<file path="config.mk">
export PLATFORM = sky130hd
export DESIGN_NAME = commit_trace_buffer
export DESIGN_NICKNAME = d
export VERILOG_FILES = /design/src/rtl/commit_trace_buffer.sv
export SDC_FILE = /design/constraint.sdc
export NUM_CORES = 2
export LEC_CHECK = 0
export BUFFER_PORTS_ARGS = -buffer_cell sky130_fd_sc_hd__buf_2
export CAP_MARGIN = 10
export CORE_UTILIZATION = 35
export CTS_BUF_LIST = sky130_fd_sc_hd__clkbuf_16
export CTS_CLUSTER_DIAMETER = 50
export DETAILED_ROUTE_END_ITERATION = 10
export HOLD_SLACK_MARGIN = 0.06
export SLEW_MARGIN = 20
export SYNTH_ARGS = -nofsm -noshare
export SYNTH_HDL_FRONTEND = slang
export SYNTH_SLANG_ARGS = --single-unit
</file>
<file path="constraint.sdc">
create_clock -name clk -period 25.9 [get_ports clk]
set_input_delay 3.885 -clock clk [delete_from_list [all_inputs] [get_ports clk]]
set_output_delay 3.885 -clock clk [all_outputs]
set_load 0.01 [all_outputs]
</file>
<file path="src/rtl/commit_trace_buffer.sv">
// commit_trace_buffer: FIFO trace of retired register-file writes (rd!=0), DEPTH entries; TRACE_DROP_CNT_EN adds drop_count.
// Latency: push edge to trace_valid is one cycle (no fall-through); head fields are registered and hold when empty.
// Backpressure: valid/ready pop; a push into a full buffer without a same-edge pop is dropped and sets sticky overflow.
module commit_trace_buffer #(
    parameter int DEPTH = 8
) (
    input  logic                       clk,
    input  logic                       reset,
    input  logic                       regwrite,
    input  logic [4:0]                 rd,
    input  logic [63:0]                writeData,
    input  logic [63:0]                pc_out,
    input  logic                       clear,
    output logic                       trace_valid,
    input  logic                       trace_ready,
    output logic [63:0]                trace_pc,
    output logic [4:0]                 trace_rd,
    output logic [63:0]                trace_data,
    output logic [$clog2(DEPTH):0]     count,
`ifdef TRACE_DROP_CNT_EN
    output logic [15:0]                drop_count,
`endif
    output logic                       overflow
);
    localparam int AW = $clog2(DEPTH);
    localparam int CW = AW + 1;

    typedef struct packed {
        logic [63:0] pc;
        logic [4:0]  rd;
        logic [63:0] data;
    } entry_t;

    entry_t          mem [DEPTH];
    entry_t          head_q;
    entry_t          head_d;
    entry_t          new_ent;
    logic [AW-1:0]   wr_ptr;
    logic [AW-1:0]   rd_ptr;
    logic [CW-1:0]   cnt_q;
    logic            push_req;
    logic            full;
    logic            pop;
    logic            push;
    logic            drop;

    always_comb begin
        new_ent  = '{pc: pc_out, rd: rd, data: writeData};
        push_req = regwrite && (rd != 5'd0);
        full     = (cnt_q == CW'(DEPTH));
        pop      = (cnt_q != '0) && trace_ready;
        // A pop frees a slot on the same edge, so a full buffer still accepts.
        push     = push_req && (!full || pop);
        drop     = push_req && full && !pop;

        // Head register tracks the entry that will be at rd_ptr after this edge.
        head_d = head_q;
        if (pop) begin
            if (cnt_q == CW'(1)) begin
                if (push) begin
                    head_d = new_ent;
                end
            end else begin
                head_d = mem[rd_ptr + AW'(1)];
            end
        end else if ((cnt_q == '0) && push) begin
            head_d = new_ent;
        end
    end

    always_ff @(posedge clk) begin
        if (push && !clear) begin
            mem[wr_ptr] <= new_ent;
        end
    end

    always_ff @(posedge clk or negedge reset) begin
        if (!reset) begin
            wr_ptr   <= '0;
            rd_ptr   <= '0;
            cnt_q    <= '0;
            overflow <= 1'b0;
            head_q   <= '0;
        end else if (clear) begin
            wr_ptr   <= '0;
            rd_ptr   <= '0;
            cnt_q    <= '0;
            overflow <= 1'b0;
        end else begin
            if (push) begin
                wr_ptr <= wr_ptr + AW'(1);
            end
            if (pop) begin
                rd_ptr <= rd_ptr + AW'(1);
            end
            case ({push, pop})
                2'b10:   cnt_q <= cnt_q + CW'(1);
                2'b01:   cnt_q <= cnt_q - CW'(1);
                default: cnt_q <= cnt_q;
            endcase
            if (drop) begin
                overflow <= 1'b1;
            end
            head_q <= head_d;
        end
    end

`ifdef TRACE_DROP_CNT_EN
    always_ff @(posedge clk or negedge reset) begin
        if (!reset) begin
            drop_count <= '0;
        end else if (clear) begin
            drop_count <= '0;
        end else if (drop && (drop_count != 16'hFFFF)) begin
            drop_count <= drop_count + 16'd1;
        end
    end
`endif

    assign trace_valid = (cnt_q != '0);
    assign trace_pc    = head_q.pc;
    assign trace_rd    = head_q.rd;
    assign trace_data  = head_q.data;
    assign count       = cnt_q;

endmodule
</file>
* Yosys cells after proc, flatten, opt, wreduce, memory -nomap -nowiden
Memories as Yosys holds them, arrays and structs flattened. Cells that the tools add are included.
Operators by class: add/subtract/negate cells 4, equality and inequality tests 5, muxes and demuxes 14, bitwise gates (word level) 1, reduce and logical (&&, ||, !) cells 20
Operators by type and width (number):
- 133-bit 2-to-1 mux | 4
- 3-bit 2-to-1 mux | 4
- 4-bit case mux with 2 select lines | 1
- 2-bit nonzero test | 4
- 1-bit logical AND | 7
- 3-bit by 1-bit adder with 3-bit output (second input constant) | 2
- 5-bit nonzero test | 1
- 4-bit by 1-bit adder with 4-bit output (second input constant) | 1
- 4-bit by 1-bit == test with 1-bit output (second input constant) | 1
- 4-bit == test (second input constant) | 1
- 4-bit zero test | 1
- 1-bit 2-to-1 mux | 4
- 4-bit 2-to-1 mux | 1
- 4-bit nonzero test | 1
- 4-bit by 1-bit subtractor with 4-bit output (second input constant) | 1
- 1-bit zero test | 3
- 3-bit != test (second input constant) | 1
- 3-bit AND reduction | 1
- 3-bit nonzero test | 1
- 2-bit by 1-bit == test with 1-bit output (second input constant) | 1
- 2-bit == test (second input constant) | 1
- 1-bit logical OR | 1
- 1-bit NOT | 1
Word-level totals: register bits after elaboration 144, RAM bits 1064, logic and storage cells 52, memories 1
Memory list:
- mem | words 8, width 133, rd ports 1, clocked after memory_dff 0, wr ports 1, RTL line 34 | entry_t mem [DEPTH];

* Logic depth before layout (Yosys ltp)
word-level depth 7, mapped depth 11

* Least setup slack after synthesis
Ideal clock, no wire load.
kind input -> register, start point input port trace_ready, end point memory mem[0][0] (netlist bit) (enable), library setup time 0.788 ns, data arrival time 13.551 ns, path slack 11.561 ns, stages on the path 4, buffers on the path 0, cell sequence or4bb_1 > o211ai_2 > or3_1 > nor3_1
On the way: cells in the longest elaborated chain, start to end 6
RTL lines:
- from (decl) | RTL line 15 | input logic trace_ready,
- 1-bit logical AND | RTL line 51 | pop = (cnt_q != '0) && trace_ready;
- 1-bit logical OR | RTL line 53 | push = push_req && (!full || pop);
- 1-bit logical AND | RTL line 53
- 1-bit logical AND | RTL line 72 | if (push && !clear) begin
- 1-bit 2-to-1 mux | RTL line 72
- 1-bit 2-to-1 mux (not written as such) | RTL line 73 | mem[wr_ptr] <= new_ent;
- to (decl) | RTL line 34
No other way between the ends.

* Final worst setup path
start point input port rd[3], end point register head_q, in the netlist trace_data[35]
On the way: cells in the longest elaborated chain, start to end 6
RTL lines:
- from (decl) | RTL line 10 | input logic [4:0] rd,
- 5-bit nonzero test (*) | RTL line 49 | push_req = regwrite && (rd != 5'd0);
- 1-bit logical AND (*) | RTL line 49
- 1-bit logical AND (*) | RTL line 53
- 1-bit logical AND | RTL line 66 | end else if ((cnt_q == '0) && push) begin
- 2-bit nonzero test (no source line)
- 3-bit AND reduction (no source line) (*)
- to (signal assigned) | RTL line 83 | head_q <= '0;
- to (signal assigned) | RTL line 104 | head_q <= head_d;
- to (decl) | RTL line 35 | entry_t head_q;
Mark *: on every way between the ends. The rest lies on a longest branch, timed or not. A chain may end at the register's enable or synchronous reset.

==> impl_metrics.py <==
metrics = {
    "critical_path": {
        "r2r_cells": 6,
        "cpMaxStageDelayCell": "buf_4",
        "cp-end-kind": "register",
        "start_kind": "input port",
        "critical_path.cell_chain": "buf_2, or4_4, o211ai_2, or3_1, o31ai_4, buf_4, buf_12, mux2_2",
        "critPathMaxStageDelay_ns": 0.66,
        "critPathBufInv": 3,
        "path_max_fanout": 82,
        "r2r_end": "trace_data[39]",
        "worstPathArrival_ns": 6.91,
        "required_ns": 26.51,
        "cpLargestDelayFamily": "buffers and inverters",
        "r2r_start": "rd_ptr[0]",
        "r2r_slack_ns": 21.93,
        "critPathKind": "input port to register",
    },
    "floorplan": {
        "ios": 277,
        "die_y_um": 367.9,
        "row_count": 133,
        "start_util_pct": 35.47,
        "die_w_um": 367.9,
        "dieArea_um2": 135400,
        "core_um2": 132100,
    },
    "pwr": {
        "power_density_nw_per_um2": 104.3,
        "p_sw_mw": 1.617,
        "vdd_drop_max_mv": 0.1021,
        "clkPwrFrac_pct": 30.8,
        "p_total_mw": 5.684,
        "comb_power_share_pct": 27.5,
        "power_frac_seq_pct": 41.7,
        "p_leak_nw": 18.05,
        "switching_share_pct": 28.45,
        "p_int_mw": 4.067,
    },
    "final_layout": {
        "layout.nets": 2660,
        "final_util_pct": 41.23,
        "n_fill_cell": 11590,
        "instances_no_fill": 4393,
        "synthToLayoutAreaGrowth_pct": 16.27,
        "drive_gt1_share_pct": 34.16,
    },
    "synth": {
        "synth-xor-area-share_pct": 0.1308,
        "synth_top_family_by_area": "multiplexers",
        "synthArstFlopShare_pct": 11.92,
        "synth-edff-count": 1064,
        "synth_seq_cells": 1208,
        "synthMuxAreaShare_pct": 19.47,
        "syn_avg_cell_area_um2": 21.30,
        "synth-compound-area-share_pct": 1.594,
        "yosys_warnings": 0,
        "synthAdderAreaFrac_pct": 0.1602,
        "ys_seq_area_share_pct": 75.87,
        "synth_ff_type": "edfxtp_1",
        "yosysUniqueCellTypes": 36,
        "syn_inst": 2200,
        "syn_area_um2": 46860,
        "synth_simple_gate_area_share_pct": 1.546,
        "synth_fp_nets": 2344,
    },
    "cts": {
        "numCtsBuffers": 132,
        "clock_latency_ns": 0.75,
        "postCtsSetupBuffers": 0,
        "clk_pin_slew_ns": 0.06,
        "cts.sinks": 1208,
        "clock_path_buffers": 3,
        "cts_tree": "built",
        "root_buffer": "clkbuf_16",
        "holdBufCountCts": 0,
        "ctsResizeCount": 0,
        "htreeDepth": 4,
    },
    "route": {
        "ant_nets": 0,
        "wl_per_cell_um": 24.06,
        "vias": 22110,
        "first_iter_violations": 1819,
        "wl_um": 105700,
        "drc": 0,
        "dr.pass1.iters": 5,
        "via_per_inst": 5.032,
    },
    "hold_path": {
        "min_to": "trace_pc[15]",
        "holdCritStartpoint": "trace_pc[15]",
        "min_path_cells": 1,
        "holdCritPathClass": "register to register",
    },
    "placement": {
        "dp.cells": 4137,
        "io_buffer_count": 276,
        "dp_hpwl_um": 54920,
        "gp_congestion": 0.7099,
    },
    "sta": {
        "fin_crit_sh_pct": 24.30,
        "clock_skew_ns": 0.03121,
        "slew_violations": 0,
        "min_period_ns": 6.294,
        "grt_setup_unrepaired": "no",
        "hold_viol": 0,
        "fmax_mhz": 158.9,
        "setup_violations": 0,
        "tightestPinTransition_ns": 1.209,
        "slew_headroom_pct": 19.38,
        "setup_tns_ns": 0,
        "hold_ws_ns": 0.5005,
    },
    "global_route": {
        "antenna_found_initial": 47,
        "grt_util_all_layers_pct": 15.80,
        "grt_max_degree": 139,
        "grt_pass1_wl_um": 157100,
        "grt_pass1_vias": 23640,
        "grt_overflow": 0,
    },
    "flow_run": {
        "maxCapViolCount": 0,
    },
    "status": {
        "run_status": "complete, no violations",
    },
}
## power groups by stage
stage	combinational, mW	sequential [mW]	clock, mW
floorplan	1.12	2.43	0
global placement	1.58	2.41	0
detailed placement	1.61	2.41	0
CTS	1.61	2.37	1.80
global route	1.71	2.39	1.87
finish	1.56	2.37	1.75
## worst max-delay path by stage
stage	start	to	slack, ns	cells past startpoint
detailed placement	rd[3]	trace_data[33]	18.85	8
global route	rd[3]	trace_data[34]	19.49	8
finish	rd[3]	trace_data[35]	19.61	8
floorplan	trace_ready	mem[0][0]	11.56	4
global placement	rd[3]	trace_data[33]	18.90	8
CTS	rd[3]	trace_data[35]	19.65	8
## per-layer routing
layer	global-route usage [%]	part of all wire [%]	up-vias
li1	-	-	9639
met1	20.31	41	11560
met2	26.32	50	658
met3	3.760	7.3	210
met4	5.043	2.4	36
met5	0	0.22	-
## kinds of logic after synthesis
logic type	Yosys count
mux	536
buf+inv	124
simple gates	176
fa+ha+maj	6
flops	1208
compound gates	143
xor+xnor	7
## registers in the layout (all words and copies together) (netlist names)
| name | count |
|---|---|
| trace_pc | 64 |
| rd_ptr | 3 |
| mem | 1064 |
| count | 4 |
| overflow | 1 |
| trace_rd | 5 |
| wr_ptr | 3 |
| trace_data | 64 |
## placed cells by master, fill, tap and decap left out, types with 2 or more instances in the layout
| cell type | instances |
|---|---|
| edfxtp_1 | 1064 |
| buf_2 | 275 |
| mux4_2 | 266 |
| dfrtp_1 | 143 |
| nand2_1 | 140 |
| mux2i_1 | 136 |
| clkbuf_16 | 136 |
| o21ai_0 | 134 |
| mux2_4 | 70 |
| mux2_2 | 64 |
| inv_1 | 46 |
| clkinv_1 | 24 |
| buf_4 | 15 |
| clkinv_2 | 14 |
| nor2_1 | 13 |
| diode_2 | 12 |
| buf_12 | 12 |
| inv_6 | 9 |
| nor2_4 | 6 |
| clkinvlp_4 | 6 |
| ha_1 | 5 |
| bufinv_16 | 5 |
| xnor2_1 | 4 |
| clkinv_8 | 3 |
| nand2b_1 | 2 |
| or3_1 | 2 |
| nor3_2 | 2 |
| o31ai_4 | 2 |
| xor2_1 | 2 |
| a21oi_1 | 2 |
| nand3_1 | 2 |
| a211oi_1 | 2 |
| inv_8 | 2 |
## through the flow
stage,setup slack [ns],area [µm²]
finish,19.61,54480
global route,19.49,54460
CTS,19.65,54450
detailed placement,18.85,50350
global placement,18.90,50350
floorplan,11.56,46860
## Yosys cell counts (all sizes together), types with 3 or more instances
| library cell | number | area share [%] |
|---|---|---|
| mux2i | 136 | 2.9 |
| ha | 6 | 0.16 |
| buf | 57 | 0.69 |
| edfxtp | 1064 | 68 |
| o21ai | 134 | 1.4 |
| xnor2 | 4 | 0.075 |
| mux4 | 266 | 13 |
| xor2 | 3 | 0.056 |
| dfrtp | 144 | 7.7 |
| nor2 | 19 | 0.15 |
| nand2 | 140 | 1.1 |
| inv | 3 | 0.024 |
| mux2 | 134 | 3.8 |
| clkbuf | 64 | 0.51 |
## cell type report
| cell class | instances | area (µm²) | share of cell area [%] |
|---|---|---|---|
| timing repair buffer | 303 | 1743 | 3.199 |
| tap | 1755 | 2196 | 4.030 |
| multi-input combinational | 868 | 10850 | 19.91 |
| antenna | 12 | 30.03 | 0.05512 |
| clock buffer | 136 | 3403 | 6.247 |
| inverter | 3 | 11.26 | 0.02067 |
| sequential | 1208 | 35560 | 65.27 |
| clock inverter | 108 | 695.7 | 1.277 |
Power figures use the tool's default switching activity.
